File: config.mk
export PLATFORM = sky130hd
export DESIGN_NAME = tcalc_seq
export DESIGN_NICKNAME = d
export VERILOG_FILES = /design/src/rtl/tcalc_pkg.sv /design/src/rtl/tcalc_div.sv /design/src/rtl/tcalc_seq.sv
export SDC_FILE = /design/constraint.sdc
export NUM_CORES = 1
export LEC_CHECK = 0
export ABC_AREA = 1
export CORE_MARGIN = 5
export CORE_UTILIZATION = 55
export DETAILED_ROUTE_END_ITERATION = 12
export PLACE_DENSITY = 0.75
export SETUP_SLACK_MARGIN = 0.1
export SLEW_MARGIN = 20
export SYNTH_ARGS = -nofsm -noshare
export SYNTH_HDL_FRONTEND = slang
export SYNTH_HIERARCHICAL = 1
export SYNTH_SLANG_ARGS = --single-unit
File: constraint.sdc
create_clock -name clk -period 5.35 [get_ports clk]
set_input_delay 1.605 -clock clk [delete_from_list [all_inputs] [get_ports clk]]
set_output_delay 1.605 -clock clk [all_outputs]
set_load 0.01 [all_outputs]
File: src/rtl/tcalc_pkg.sv
// tcalc_pkg: shared constants and helpers for the sequential exercise-time calculator.
// Contents: FSM state encodings, MET burn-factor table, gender energy factors,
// and width helpers used to size the numerator (N) and divisor (R) datapaths.
package tcalc_pkg;

    // FSM state encodings
    localparam logic [1:0] S_IDLE = 2'd0;
    localparam logic [1:0] S_PREP = 2'd1;
    localparam logic [1:0] S_DIV  = 2'd2;
    localparam logic [1:0] S_DONE = 2'd3;

    // Gender energy factors and the largest table entries used for sizing
    localparam int unsigned GF_MALE    = 16;
    localparam int unsigned GF_FEMALE  = 18;
    localparam int unsigned GF_MAX     = 18;
    localparam int unsigned MET_MAX    = 11;
    localparam int unsigned CAL_MULT_MAX = 4;

    // MET burn factor lookup {3, 5, 8, 11}
    function automatic int unsigned met_factor(input logic [1:0] m);
        int unsigned f;
        f = 11;
        case (m)
            2'd0:    f = 3;
            2'd1:    f = 5;
            2'd2:    f = 8;
            default: f = 11;
        endcase
        return f;
    endfunction

    // Energy scale per gender (1 = male)
    function automatic int unsigned gender_factor(input logic g);
        return g ? GF_MALE : GF_FEMALE;
    endfunction

    // Bits needed to hold the value v
    function automatic int unsigned bits_for(input int unsigned v);
        return unsigned'($clog2(v + 1));
    endfunction

    // Numerator width: worst case (cal+1)=4, female factor
    function automatic int unsigned n_bits(input int unsigned cal_step);
        return bits_for(CAL_MULT_MAX * cal_step * GF_MAX);
    endfunction

    // Divisor width: worst case MET 11 times the largest offset weight
    function automatic int unsigned r_bits(input int unsigned w_bits, input int unsigned w_base);
        return bits_for(MET_MAX * ((32'd1 << w_bits) - 32'd1 + w_base));
    endfunction

endpackage

File: src/rtl/tcalc_div.sv
// tcalc_div: bit-serial restoring divider, one quotient bit per cycle, MSB first.
// Ports:
//   clk, rst     clock, synchronous active-high reset
//   start        load num/den and begin an N_BITS-step division
//   num, den     numerator and (non-zero) divisor, sampled on start
//   quot_c       quotient including the bit resolved this cycle (final on done_c)
//   done_c       high during the last division step
module tcalc_div #(
    parameter int unsigned N_BITS = 13,
    parameter int unsigned R_BITS = 7
) (
    input  logic              clk,
    input  logic              rst,
    input  logic              start,
    input  logic [N_BITS-1:0] num,
    input  logic [R_BITS-1:0] den,
    output logic [N_BITS-1:0] quot_c,
    output logic              done_c
);

    localparam int unsigned CNT_BITS = (N_BITS > 1) ? $clog2(N_BITS) : 1;

    logic [N_BITS-1:0]   q;
    logic [R_BITS-1:0]   rem;
    logic [R_BITS-1:0]   den_q;
    logic [CNT_BITS-1:0] cnt;
    logic                busy;

    logic [R_BITS:0]     trial_c;
    logic [R_BITS:0]     diff_c;
    logic                qbit_c;
    logic [R_BITS-1:0]   rem_next_c;

    // One restoring step: shift in the next numerator bit, subtract if it fits.
    // rem < den, so trial < 2*den and the kept remainder always fits R_BITS.
    always_comb begin
        trial_c    = {rem, q[N_BITS-1]};
        diff_c     = trial_c - {1'b0, den_q};
        qbit_c     = (trial_c >= {1'b0, den_q});
        rem_next_c = qbit_c ? diff_c[R_BITS-1:0] : trial_c[R_BITS-1:0];
        quot_c     = {q[N_BITS-2:0], qbit_c};
        done_c     = busy && (cnt == '0);
    end

    // q shifts numerator bits out the top and quotient bits in the bottom
    always_ff @(posedge clk) begin
        if (rst) begin
            q     <= '0;
            rem   <= '0;
            den_q <= '0;
            cnt   <= '0;
            busy  <= 1'b0;
        end else if (start) begin
            q     <= num;
            rem   <= '0;
            den_q <= den;
            cnt   <= CNT_BITS'(N_BITS - 1);
            busy  <= 1'b1;
        end else if (busy) begin
            q   <= quot_c;
            rem <= rem_next_c;
            cnt <= cnt - CNT_BITS'(1);
            if (cnt == '0) begin
                busy <= 1'b0;
            end
        end
    end

endmodule

File: src/rtl/tcalc_seq.sv
// tcalc_seq: sequential exercise-time calculator.
// Captures one profile over valid/ready, forms N = (cal+1)*CAL_STEP*GF and
// R = MET[met]*(w+W_BASE), then computes T = floor(N/R) with tcalc_div.
// Result is held in DONE until out_ready.
// Ports:
//   clk, rst              clock, synchronous active-high reset
//   in_valid / in_ready   profile handshake (in_ready only in IDLE)
//   w, cal, met, g        weight class, calorie index, MET index, gender (1 = male)
//   out_valid / out_ready result handshake
//   T                     exercise time in minutes
//   t_sat                 result clipped to all-ones
// Build option: define TCALC_SEQ_SAT_EN to saturate quotients >= 2^T_BITS;
// otherwise T wraps to the low T_BITS bits and t_sat stays 0.
module tcalc_seq
    import tcalc_pkg::*;
#(
    parameter int unsigned W_BITS   = 3,
    parameter int unsigned T_BITS   = 9,
    parameter int unsigned CAL_STEP = 100,
    parameter int unsigned W_BASE   = 4
) (
    input  logic              clk,
    input  logic              rst,
    input  logic              in_valid,
    output logic              in_ready,
    input  logic [W_BITS-1:0] w,
    input  logic [1:0]        cal,
    input  logic [1:0]        met,
    input  logic              g,
    output logic              out_valid,
    input  logic              out_ready,
    output logic [T_BITS-1:0] T,
    output logic              t_sat
);

    localparam int unsigned N_BITS = n_bits(CAL_STEP);
    localparam int unsigned R_BITS = r_bits(W_BITS, W_BASE);

    logic [1:0]        state;
    logic [1:0]        state_next;

    logic [W_BITS-1:0] w_q;
    logic [1:0]        cal_q;
    logic [1:0]        met_q;
    logic              g_q;

    logic [N_BITS-1:0] n_c;
    logic [R_BITS-1:0] r_c;
    logic              div_start_c;
    logic [N_BITS-1:0] quot_c;
    logic              div_done_c;

    logic [T_BITS-1:0] t_next_c;
    logic              sat_c;

    // State register
    always_ff @(posedge clk) begin
        if (rst) begin
            state <= S_IDLE;
        end else begin
            state <= state_next;
        end
    end

    // Next-state logic
    always_comb begin
        state_next = state;
        case (state)
            S_IDLE: if (in_valid)   state_next = S_PREP;
            S_PREP:                 state_next = S_DIV;
            S_DIV:  if (div_done_c) state_next = S_DONE;
            S_DONE: if (out_ready)  state_next = S_IDLE;
            default:                state_next = S_IDLE;
        endcase
    end

    // Operand prep from the captured profile; constant multiplies only
    always_comb begin
        n_c         = N_BITS'((32'(cal_q) + 32'd1) * CAL_STEP * gender_factor(g_q));
        r_c         = R_BITS'(met_factor(met_q) * (32'(w_q) + W_BASE));
        div_start_c = (state == S_PREP);
    end

    tcalc_div #(
        .N_BITS (N_BITS),
        .R_BITS (R_BITS)
    ) u_div (
        .clk    (clk),
        .rst    (rst),
        .start  (div_start_c),
        .num    (n_c),
        .den    (r_c),
        .quot_c (quot_c),
        .done_c (div_done_c)
    );

`ifdef TCALC_SEQ_SAT_EN
    localparam int unsigned X_BITS = ((N_BITS > T_BITS) ? N_BITS : T_BITS) + 1;
    logic [X_BITS-1:0] quot_x_c;

    // Clip quotients that do not fit T_BITS to all-ones
    always_comb begin
        quot_x_c = X_BITS'(quot_c);
        sat_c    = (quot_x_c > X_BITS'({T_BITS{1'b1}}));
        t_next_c = sat_c ? {T_BITS{1'b1}} : T_BITS'(quot_c);
    end
`else
    // Keep the low T_BITS bits of the quotient
    always_comb begin
        sat_c    = 1'b0;
        t_next_c = T_BITS'(quot_c);
    end
`endif

    // Handshake flags, profile capture and result registers
    always_ff @(posedge clk) begin
        if (rst) begin
            in_ready  <= 1'b1;
            out_valid <= 1'b0;
            T         <= '0;
            t_sat     <= 1'b0;
            w_q       <= '0;
            cal_q     <= '0;
            met_q     <= '0;
            g_q       <= 1'b0;
        end else begin
            in_ready  <= (state_next == S_IDLE);
            out_valid <= (state_next == S_DONE);
            if ((state == S_IDLE) && in_valid) begin
                w_q   <= w;
                cal_q <= cal;
                met_q <= met;
                g_q   <= g;
            end
            if ((state == S_DIV) && div_done_c) begin
                T     <= t_next_c;
                t_sat <= sat_c;
            end
        end
    end

endmodule

=== After elaboration in Yosys (flattened, before gate mapping) ===
Index checks and enable logic that the tools add are counted.

* Register bits: 53

* $add $sub $neg: 4
* $mul: 3
* $lt $le $gt $ge: 1
* Eq/ne operators: 6
* Multiplexer cells: 14
* Reductions and logical operators: 9

{| class="wikitable"
|+ Operators by type and width
! cell !! number
|-
| $mul A32 B4 Y7 || 1
|-
| $mux W13 || 2
|-
| $pmux W4 S3 || 1
|-
| $mul A8 B5 Y11 || 1
|-
| $eq A2 B2 Y1 const B || 4
|-
| $ge A8 B7 Y1 || 1
|-
| $mul A3 B5 Y8 const B || 1
|-
| $mux W2 || 4
|-
| $mux W4 || 2
|-
| $pmux W2 S4 || 1
|-
| $mux W7 || 1
|-
| $sub A7 B7 Y7 || 1
|-
| $logic_not A2 Y1 || 3
|-
| $add A3 B3 Y4 const B || 1
|-
| $eq A2 B1 Y1 const B || 2
|-
| $logic_not A4 Y1 || 1
|-
| $sub A4 B1 Y4 const B || 1
|-
| $add A2 B1 Y3 const B || 1
|-
| $logic_and A1 B1 Y1 || 3
|-
| $mux W1 || 3
|-
| $reduce_bool A2 Y1 || 1
|-
| $reduce_or A2 Y1 || 1
|}

=== Logic depth before layout (Yosys ltp) ===
* Depth after elaboration: 5
* Gate-level depth with buffers: 18
* Mapped depth without buffers: 18

=== Cells and area by module ===
The synthesis kept the hierarchy.

{| class="wikitable"
|+ Modules (own cells, without submodules)
! module !! times used !! cells each !! area an instance (um2) !! seq. area each (um2)
|-
| tcalc_div || 1 || 282 || 1973.1 || 640.6
|-
| tcalc_seq || 1 || 225 || 1651.6 || 420.4
|}

=== Least setup slack after synthesis ===
OpenSTA, ideal clock, no wires.

* Path kind: reg-to-reg
* From: register met_q[0]
* To: register u_div.den_q[6]
* Setup time: 0.129 ns
* Arrival time: 2.619 ns
* Setup slack: 2.602 ns
* Cell stages (with the launch flop): 14
* Clock period less this slack: 2.748 ns
* Path through: dfxtp_1 inv_1 ha_1 nand2_1 o21ai_0 ha_1 fa_1 fa_1 nand3_1 nand3_1 nand3_1 nand2_1 o21ai_0 a21oi_1

* Word-level cells in the longest chain between the ends: 3

{| class="wikitable"
|+ Ends and longest elaborated chain
! what !! line !! RTL
|-
| from (decl) || tcalc_seq.sv:44 || <nowiki>logic [1:0] met_q;</nowiki>
|-
| from (signal assigned) || tcalc_seq.sv:132 || <nowiki>met_q <= met;</nowiki>
|-
| $eq A2 B2 Y1 (tied with other cells) || tcalc_pkg.sv:23 || <nowiki>case (m)</nowiki>
|-
| $pmux W4 S3 (*) || tcalc_pkg.sv:23 ||
|-
| $mul A32 B4 Y7 (*) || tcalc_seq.sv:80 || <nowiki>r_c = R_BITS'(met_factor(met_q) * (32'(w_q) + W_BASE));</nowiki>
|-
| net r_c[6] || tcalc_seq.sv:48 || <nowiki>logic [R_BITS-1:0] r_c;</nowiki>
|-
| to (signal assigned) || tcalc_div.sv:56 || <nowiki>den_q <= den;</nowiki>
|-
| to (decl) || tcalc_div.sv:25 || <nowiki>logic [R_BITS-1:0] den_q;</nowiki>
|}

Mark *: on every way through the listed nets, which the timed path passes. The rest lies on a longest branch.
A chain may end at the register's enable or synchronous reset.

=== Final worst setup path ===
* From: register cal_q[0]
* To: register u_div.q[12]

* Word-level cells in the longest chain between the ends: 4

{| class="wikitable"
|+ Ends and longest elaborated chain
! what !! line !! RTL
|-
| from (decl) || tcalc_seq.sv:43 || <nowiki>logic [1:0] cal_q;</nowiki>
|-
| from (signal assigned) || tcalc_seq.sv:131 || <nowiki>cal_q <= cal;</nowiki>
|-
| $add A2 B1 Y3 || tcalc_seq.sv:79 || <nowiki>n_c = N_BITS'((32'(cal_q) + 32'd1) * CAL_STEP * gender_factor(g_q));</nowiki>
|-
| $mul A3 B5 Y8 || tcalc_seq.sv:79 ||
|-
| $mul A8 B5 Y11 || tcalc_seq.sv:79 ||
|-
| net n_c[12] || tcalc_seq.sv:47 || <nowiki>logic [N_BITS-1:0] n_c;</nowiki>
|-
| $mux W13 || tcalc_div.sv:53 || <nowiki>end else if (start) begin</nowiki>
|-
| to (signal assigned) || tcalc_div.sv:54 || <nowiki>q <= num;</nowiki>
|-
| to (signal assigned) || tcalc_div.sv:60 || <nowiki>q <= quot_c;</nowiki>
|-
| to (decl) || tcalc_div.sv:23 || <nowiki>logic [N_BITS-1:0] q;</nowiki>
|}

The timed path passes the listed nets, and every way through them passes these cells.

==> results.tsv <==
stage	metric	value	unit
power	peak supply drop	0.173	mV
power	P_leak	0.00193	µW
detailed_routing	Final ANT Viol Nets	0	
sta	Clock Skew	0.00608	ns
sta	RSZ-0062 raised after global routing	false	
clock_network	H-tree Lvls	2	
layout	Total Nets Final	564	
sta	Tmin final	3.00	ns
run_status	status	finished, final reports clean	
clock_network	Sink Count	53	
layout	final core occ	60.7	%
worst_setup_path	kind of end point of the critical path	register	
power	switching share of power	36.1	%
floorplanning	core region area	6350	µm²
hold_path	worst hold start	T[1]$_SDFFE_PP0P_	
job	max-cap violation count	0	
layout	filler instances	591	
worst_setup_path	kind of critical path	register to register	
clock_network	post-CTS setup buffer count	0	
layout	Final Cell Area	3850	µm²
power	Logic pwr share	34.4	%
detailed_routing	vias per inst	4.99	
placed_design	routability cong.	0.857	
sta	Final period util	56.1	%
grt	antenna violations before repair	0	
sta	Max Fclk	0.333	GHz
worst_setup_path	slowest CP cell	dfxtp_1	
detailed_routing	router iterations before antenna repair	4	
floorplanning	Core Rows	29	
clock_network	Hold-fix buffers, CTS	0	
worst_setup_path	worst path bufs/invs	3	
layout	Area Overhead vs Synth	7.17	%
floorplanning	Ports	24	
worst_setup_path	crit path launch	cal_q[0]$_SDFFE_PP0P_	
sta	Rel. slew slack	60.7	%
worst_setup_path	CP max stage delay	0.47	ns
placed_design	placed wire-length estimate	5120	µm
floorplanning	die width	90.8	µm
clock_network	Root Buffer	clkbuf_8	
sta	Slew @ Worst Pin	0.589	ns
power	sequential cell fraction of total power	42.3	%
detailed_routing	via count	2932	
worst_setup_path	Worst EP arrival	3.22	ns
power	Net Switching	377	µW
detailed_routing	Iter 0 DRT Violations	111	
synth	Syn Area/Cell	7.15	µm²
sta	Final TNS setup	0	ns
clock_network	post-cts resize count	0	
sta	Setup violations, final	0	
clock_network	latest clock arrival within the worst-skew pair	0.31	ns
grt	vias in the first global route	2863	
worst_setup_path	worst-path maximum fanout	7	
clock_network	CTS Buffer Depth	2	
hold_path	Worst Hold Class	register to register	
synth	synthesized cell area	3590	µm²
grt	largest net degree at the start of global routing	21	
placed_design	placed instance area	3750	µm²
clock_network	CTS tree	yes	
synth	Mapped Cells	503	
detailed_routing	remaining routing DRC violations	0	
worst_setup_path	worst r2r src	cal_q[0]$_SDFFE_PP0P_	
worst_setup_path	crit path cell chain	inv_1 > ha_1 > or2_2 > a21oi_1 > ha_1 > ha_1 > ha_1 > ha_1 > inv_1 > nand2_1 > nand3_1 > nand2_1 > nand2_1 > nand2_1 > nand2_1 > o211ai_1 > nand2_1 > inv_1	
grt	first-pass GRT wire length	11800	µm
power	Pint	666	µW
power	Final Power	1040	µW
worst_setup_path	cell family with most CP delay	adder cells	
detailed_routing	Routed WL	6500	µm
grt	GRT Total Usage	16.7	%
floorplanning	Initial Util	56.6	%
layout	layout cells sized above 1	8.24	%
worst_setup_path	Critical Path RT	5.57	ns
sta	pins over their slew limit	0	
power	Power Density	271	nW/µm²
worst_setup_path	Worst setup SP type	register	
detailed_routing	drt wl/cell	11.1	µm
sta	endpoints failing hold	0	
grt	Overflow after GRT	0	
synth	Ys Warns	6	
placed_design	I/O Buffers	22	
clock_network	CTS buffer count	5	
power	Clk network pwr share	23.3	%
worst_setup_path	CP dominant cell by count	nand2_1	
layout	ANT cells	0	
floorplanning	die height	90.8	µm
clock_network	clk slew on worst S/H paths	0.10	ns
floorplanning	Die ar.	8250	µm²
==> through the flow <==
stage	hold WS, ns	instances	setup WS [ns]
after floorplan	0.433	506	2.60
after global placement	0.437	579	2.35
after detailed placement	0.439	579	2.31
after CTS	0.454	587	2.35
after global routing	0.488	587	2.12
final	0.451	587	2.35
==> state kept, by name (all words and copies together) (netlist names) <==
signal	flops
u_div/rem	7
T	9
u_div/busy	1
u_div/cnt	4
u_div/den_q	7
in_ready	1
state	2
met_q	2
out_valid	1
u_div/q	13
cal_q	2
w_q	3
g_q	1
==> cell usage in the layout (no fill, tap or decap), types with 2 or more instances in the layout <==
cell type / n
o211ai_1: 5
inv_1: 96
conb_1: 4
o21ai_1: 10
o21ai_2: 2
xor2_1: 4
a31oi_1: 3
nor2_1: 34
nand3_4: 2
a21oi_2: 4
nand3_1: 18
dfxtp_1: 53
o21ai_0: 23
nand2_2: 2
nand4_1: 3
xnor2_1: 3
nand3_2: 6
nand2_1: 103
or2_2: 3
inv_2: 8
clkbuf_8: 6
clkdlybuf4s50_1: 22
fa_1: 3
ha_1: 40
o221ai_1: 4
o211ai_2: 3
a21oi_1: 35
==> worst min-delay path, stage by stage, from the launching register on <==
cell,delay (ns)
dfxtp_1,0.32
inv_1,0.05
a21oi_1,0.05
==> power groups by stage <==
stage	combinational [µW]	clock [µW]	sequential [µW]
6_report	359	243	441
3_5_place_dp	360	0	451
3_3_place_gp	350	0	450
5_1_grt	416	272	445
2_1_floorplan	314	0	444
4_1_cts	362	255	442
==> path summary, 6_finish.rpt <==
| path | end | slack, ns | cells past startpoint |
|---|---|---|---|
| worst max-delay path | u_div/q[12]$_SDFFE_PP0P_ | 2.35 | 18 |
| worst min-delay path | T[1]$_SDFFE_PP0P_ | 0.45 | 2 |
| worst max register to register | u_div/q[12]$_SDFFE_PP0P_ | 2.35 | 18 |
| worst min register to register | T[1]$_SDFFE_PP0P_ | 0.45 | 2 |
==> cell type report <==
cell class	count	area, µm²	area share (%)
tap	77	96.3	2.50
sequential	53	1060	27.5
inverter	104	390	10.1
multi-input combinational	323	1980	51.5
clock inverter	2	17.5	0.455
timing repair buffer	22	220	5.72
clock buffer	6	82.6	2.14
==> routing by layer <==
layer | routed length [µm] | global-route usage (%) | up-vias
li1 | - | - | 1585
met1 | 3030 | 19.3 | 1314
met2 | 3290 | 31.7 | 24
met3 | 100 | 2.50 | 9
met4 | 78 | 4.03 | 0
met5 | 0 | 0 | -
(Power assumes the default switching activity.)
==> edit 1 (same flow settings) <==
Reset style: asynchronous (`rst`), changed in 3 clocked blocks. Comments in the files are not updated.
--- a/src/rtl/tcalc_div.sv
+++ b/src/rtl/tcalc_div.sv
@@ -43,7 +43,7 @@
     end
 
     // q shifts numerator bits out the top and quotient bits in the bottom
-    always_ff @(posedge clk) begin
+    always_ff @(posedge clk or posedge rst) begin
         if (rst) begin
             q     <= '0;
             rem   <= '0;
--- a/src/rtl/tcalc_seq.sv
+++ b/src/rtl/tcalc_seq.sv
@@ -54,7 +54,7 @@
     logic              sat_c;
 
     // State register
-    always_ff @(posedge clk) begin
+    always_ff @(posedge clk or posedge rst) begin
         if (rst) begin
             state <= S_IDLE;
         end else begin
@@ -113,7 +113,7 @@
 `endif
 
     // Handshake flags, profile capture and result registers
-    always_ff @(posedge clk) begin
+    always_ff @(posedge clk or posedge rst) begin
         if (rst) begin
             in_ready  <= 1'b1;
             out_valid <= 1'b0;
Behaviour: differs if rst is asserted again (counterexample within 4 cycles, from zero or initial values and one cycle with rst high); with rst held inactive, the same outputs for 10 cycles.
==> edit 1 against the unedited design <==
  * Cell area is 0.49% higher
  * First-iteration DRC count is 18% higher
  * Area after synthesis is 0.28% lower
  * Critical path type unchanged
  * Non-clock buffer count is 1 higher
  * Clock skew is 0.011 ns higher
  * Via count is 7.5% lower
  * Sequential cell count stayed put
  * Setup slack worse by 0.014 ns
  * Wire length is 3.0% higher
Power is not shown: default switching activity piles up to over one toggle a cycle in this logic, so the estimate is an artifact.
==> edit 1: results (changes against the unedited design) <==
Parameter                              Value

Clocking
  Post-CTS setup buffer count    0 (unchanged)
  Total clock buffers created by CTS    5 (unchanged)
  Count of hold buffers inserted by post-cts repair    0 (unchanged)
  Clock-pin slew reported for the worst setup and hold paths after clock tree synthesis    0.10 ns (about the same)
  Root Buffer    sky130_fd_sc_hd__clkbuf_8
  Number of buffers on the longest clock path    2 (unchanged)
  Source-to-sink clock delay at the later pin of the worst-skew pair    0.31 ns (about the same)
  Post-CTS sizing    0 (unchanged)
  # H-tree levels    2 (unchanged)

Final layout
  Largest registers    u_div/q (13), T (9)
  FF/Latch Area    1330 µm² (+25%)
  Multi-Input Combinational    306 (-5.3%)
  Clk cell area share    0.0252 (-0.000772)
  Inverters, non-clock    66 (-37%)
  Final-stage net count    509 (-9.8%)
  Seq cells    53 (unchanged)
  Count of buffers not belonging to the clock network in the layout    23 (+4.5%)
  Non-clock buffer share    0.0588 (+0.00166)
  # fillers    580 (-1.9%)
  Multi-input gate share of total cell area    0.484 (-0.0309)
  Fraction of layout cells with a size suffix above 1    0.0855 (+0.00317)
  ANT cells    0 (unchanged)

Global routing
  Initial antenna violation count    0 (unchanged)
  Maximum number of pins on one net before global-route repair    33 (+57%)
  GRT Overall Usage    0.171 (+0.00482)
  Via count of the first global-routing pass    2712 (-5.3%)
  Wire length of the first global-routing pass    12.0 mm (+2.1%)

Worst hold path
  Worst min-delay path class    reg -> reg
  Worst Hold Depth    2 (unchanged)

Detailed routing
  Post-DR wirelength/cell    12.6 µm (+13%)
  Total iterations of the first detailed-routing run    4 (unchanged)
  Average via count per standard cell    5.09 (+1.9%)
  Number of design rule violations left after detail routing    0 (unchanged)
  1st-iter DRT viols    131 (+18%)

Worst setup path
  Path depth of the worst reg2reg path    13 (-5)
  Worst Setup EP    u_div/den_q[6]
  Critical path launch point    met_q[0]
  Data arrival time of the worst path    3.17 ns (-0.05 ns)
  CP Max Fanout    4 (-3)
  Register-to-register setup slack    around 2.3 ns

Yosys
  Count of synthesis-stage warnings from yosys    6 (unchanged)

Placed design
  Port Buf Inserts    22 (unchanged)
  Routability Congestion    0.817 (-4.7%)
  Final HPWL DP    5.24 mm (+2.3%)

Outcome
  Outcome    finished, final reports clean

STA
  Transition time at the pin with the least slew margin    0.928 ns (+0.339 ns)
  Clk_skew    0.0166 ns (+0.0105 ns)
[edit 1: per-stage QoR]
stage | hold slack (ns) | area [µm²] | utilization | setup slack (ns) | cells
finish | 0.501 | 3870 | 0.610 | 2.34 | 533
global route | 0.517 | 3870 | 0.610 | 2.16 | 533
CTS | 0.499 | 3870 | 0.610 | 2.32 | 533
detailed placement | 0.475 | 3770 | 0.594 | 2.36 | 525
global placement | 0.470 | 3770 | 0.594 | 2.52 | 525
floorplan | 0.446 | 3600 | - | 2.64 | 446
[edit 1: worst min path at each step]
stage | from | endpoint | slack [ns]
detailed placement | u_div/q[8] | u_div/q[9] | 0.48
global placement | u_div/q[8] | u_div/q[9] | 0.47
floorplan | u_div/den_q[0] | u_div/den_q[0] | 0.45
CTS | u_div/q[8] | u_div/q[9] | 0.50
global route | u_div/q[8] | u_div/q[9] | 0.52
finish | u_div/q[8] | u_div/q[9] | 0.50
[edit 1: worst max-delay path, cell delays in order (launching register included)]
cell	delay [ns]
sky130_fd_sc_hd__dfrtp_1	0.40
sky130_fd_sc_hd__inv_1	0.09
sky130_fd_sc_hd__ha_1	0.36
sky130_fd_sc_hd__nand2_1	0.09
sky130_fd_sc_hd__o21ai_0	0.08
sky130_fd_sc_hd__ha_1	0.30
sky130_fd_sc_hd__fa_1	0.54
sky130_fd_sc_hd__fa_1	0.49
sky130_fd_sc_hd__nand3_1	0.11
sky130_fd_sc_hd__nand3_1	0.09
sky130_fd_sc_hd__nand3_1	0.10
sky130_fd_sc_hd__nand2_1	0.06
sky130_fd_sc_hd__nand2_1	0.07
sky130_fd_sc_hd__o21ai_0	0.10
[edit 1: metal layers]
layer,share of wire,track usage,vias up
met4,0.010,0.0447,0
met2,0.51,0.298,34
met5,0,0,-
met3,0.025,0.0283,8
li1,-,-,1414
met1,0.45,0.220,1256
==> edit 2 (same flow settings) <==
Without the edit above. The option `TCALC_SEQ_SAT_EN` is turned on by a define.
--- a/src/rtl/tcalc_seq.sv
+++ b/src/rtl/tcalc_seq.sv
@@ -11,6 +11,8 @@
 //   t_sat                 result clipped to all-ones
 // Build option: define TCALC_SEQ_SAT_EN to saturate quotients >= 2^T_BITS;
 // otherwise T wraps to the low T_BITS bits and t_sat stays 0.
+`define TCALC_SEQ_SAT_EN
+
 module tcalc_seq
     import tcalc_pkg::*;
 #(
Check against the original RTL: no difference found for any inputs over 10 cycles, from zero or initial values and one cycle with rst high; that may be too few to reach the edited logic, so the function may still have changed.
==> edit 2 against the unedited design <==
  * Count of clock-buffer cells in the layout decreased by 1
  * Setup slack improved by 0.036 ns
  * Area after synthesis increased by 2.9%
  * Cell area increased by 2.4%
  * Wire length increased by 3.7%
  * Non-clock buffer count increased by 1
  * Power increased by 2.5%
  * Die area increased by 2.6%
  * Highest routed layer unchanged
  * Sequential cell count increased by 1
  * Critical path depth increased by 1
==> edit 2: results (changes against the unedited design) <==
Parameter                              Value

Global routing
  Wire length of the first global-routing pass    12.1 mm (+2.6%)
  Via count of the first global-routing pass    2831 (-1.1%)
  GRT Overall Usage    0.169 (+0.00243)

Worst hold path
  Hold path start    u_div/den_q[5]
  Endpoint of the worst hold-timing path    u_div/den_q[5]

STA
  Clk_skew    0.0113 ns (+0.00524 ns)
  Worst-case headroom to the max-slew limit    0.625 (+0.0176)

Power
  Leakage    2.02 nW (+5.1%)
  Peak VDD IR    0.000123 V (-29%)

Final layout
  Fraction of layout cells with a size suffix above 1    0.0758 (-0.00660)
  Fraction of standard cell area that is sequential    0.274 (-0.00148)
  Non-clock buffer share    0.0583 (+0.00118)
  Seq cells    54 (+1.9%)
  Multi-input gate share of total cell area    0.520 (+0.00519)
  Largest registers    u_div/q (13), T (9)
  Clk cell area share    0.0241 (-0.00189)
  Multi-Input Combinational    339 (+5.0%)
  # fillers    583 (-1.4%)
  Layout clock buffers    5 (-1)
  Count of buffers not belonging to the clock network in the layout    23 (+4.5%)
  Final-stage net count    583 (+3.4%)

Worst setup path
  Register-to-register setup slack    2.39 ns (+0.04 ns)
  CP Max Fanout    8 (+1)
  Data arrival time of the worst path    3.17 ns (-0.05 ns)
  Largest incremental delay on the critical path    0.45 ns (-0.02 ns)

Clocking
  # H-tree levels    2 (unchanged)

Placed design
  Final HPWL DP    5.25 mm (+2.6%)
  Pre-CTS setup slack    2.23 ns (-0.0799 ns)
  Port Buf Inserts    23 (+4.5%)

Detailed routing
  Average via count per standard cell    5.01 (+0.33%)
  Total length of routed wires    6.74 mm (+3.7%)
  1st-iter DRT viols    114 (+2.7%)

Outcome
  Outcome    finished, final reports clean

Die
  Die X    92.0 µm (+1.3%)
[edit 2: layer usage]
layer	GRT usage	vias up	part of all wire
li1	-	1636	-
met2	0.286	45	0.45
met1	0.226	1349	0.50
met5	0	-	0
met3	0.0270	2	0.047
met4	0.0396	0	0.0040
[edit 2: worst max path at each step]
stage	slack, ns	startpoint	endpoint
floorplan	2.58	met_q[0]	u_div/den_q[6]
global placement	2.36	rst	cal_q[0]
detailed placement	2.23	rst	cal_q[1]
CTS	2.36	cal_q[0]	u_div/q[12]
global route	2.14	cal_q[0]	u_div/q[12]
finish	2.39	cal_q[0]	u_div/q[12]
[edit 2: worst max-delay path: cells and delay by family, from the launching register on]
| kind | cells | cell delay (ns) |
|---|---|---|
| flops | 1 | 0.45 |
| fa+ha+maj | 4 | 0.98 |
| simple gates | 9 | 0.85 |
| buf+inv | 4 | 0.34 |
| compound gates | 2 | 0.23 |
[edit 2: report_power, final]
| group | internal (mW) | switching, mW |
|---|---|---|
| Sequential | 0.429 | 0.0215 |
| Combinational | 0.142 | 0.237 |
| Clock | 0.0966 | 0.143 |
[edit 2: kinds of logic (layout without fill, tap and decap cells)]
logic type                 count (synthesis)  after routing  synth area share
and+or+nand+nor                          198            198             0.237
buffers and inverters                    131            135             0.155
AOI/OAI and AO/OA                         85             85             0.139
DFF                                       54             54             0.292
adders and majority gates                 44             44             0.155
xor gates and xnor gates                   9              9            0.0213
other                                      1              3           0.00101
[edit 2: through the flow]
stage	hold WS, ns	cells	area [µm²]
final	0.464	605	3950
after global routing	0.499	605	3950
after CTS	0.469	605	3950
after detailed placement	0.455	597	3850
after global placement	0.450	597	3850
after floorplan	0.433	524	3710
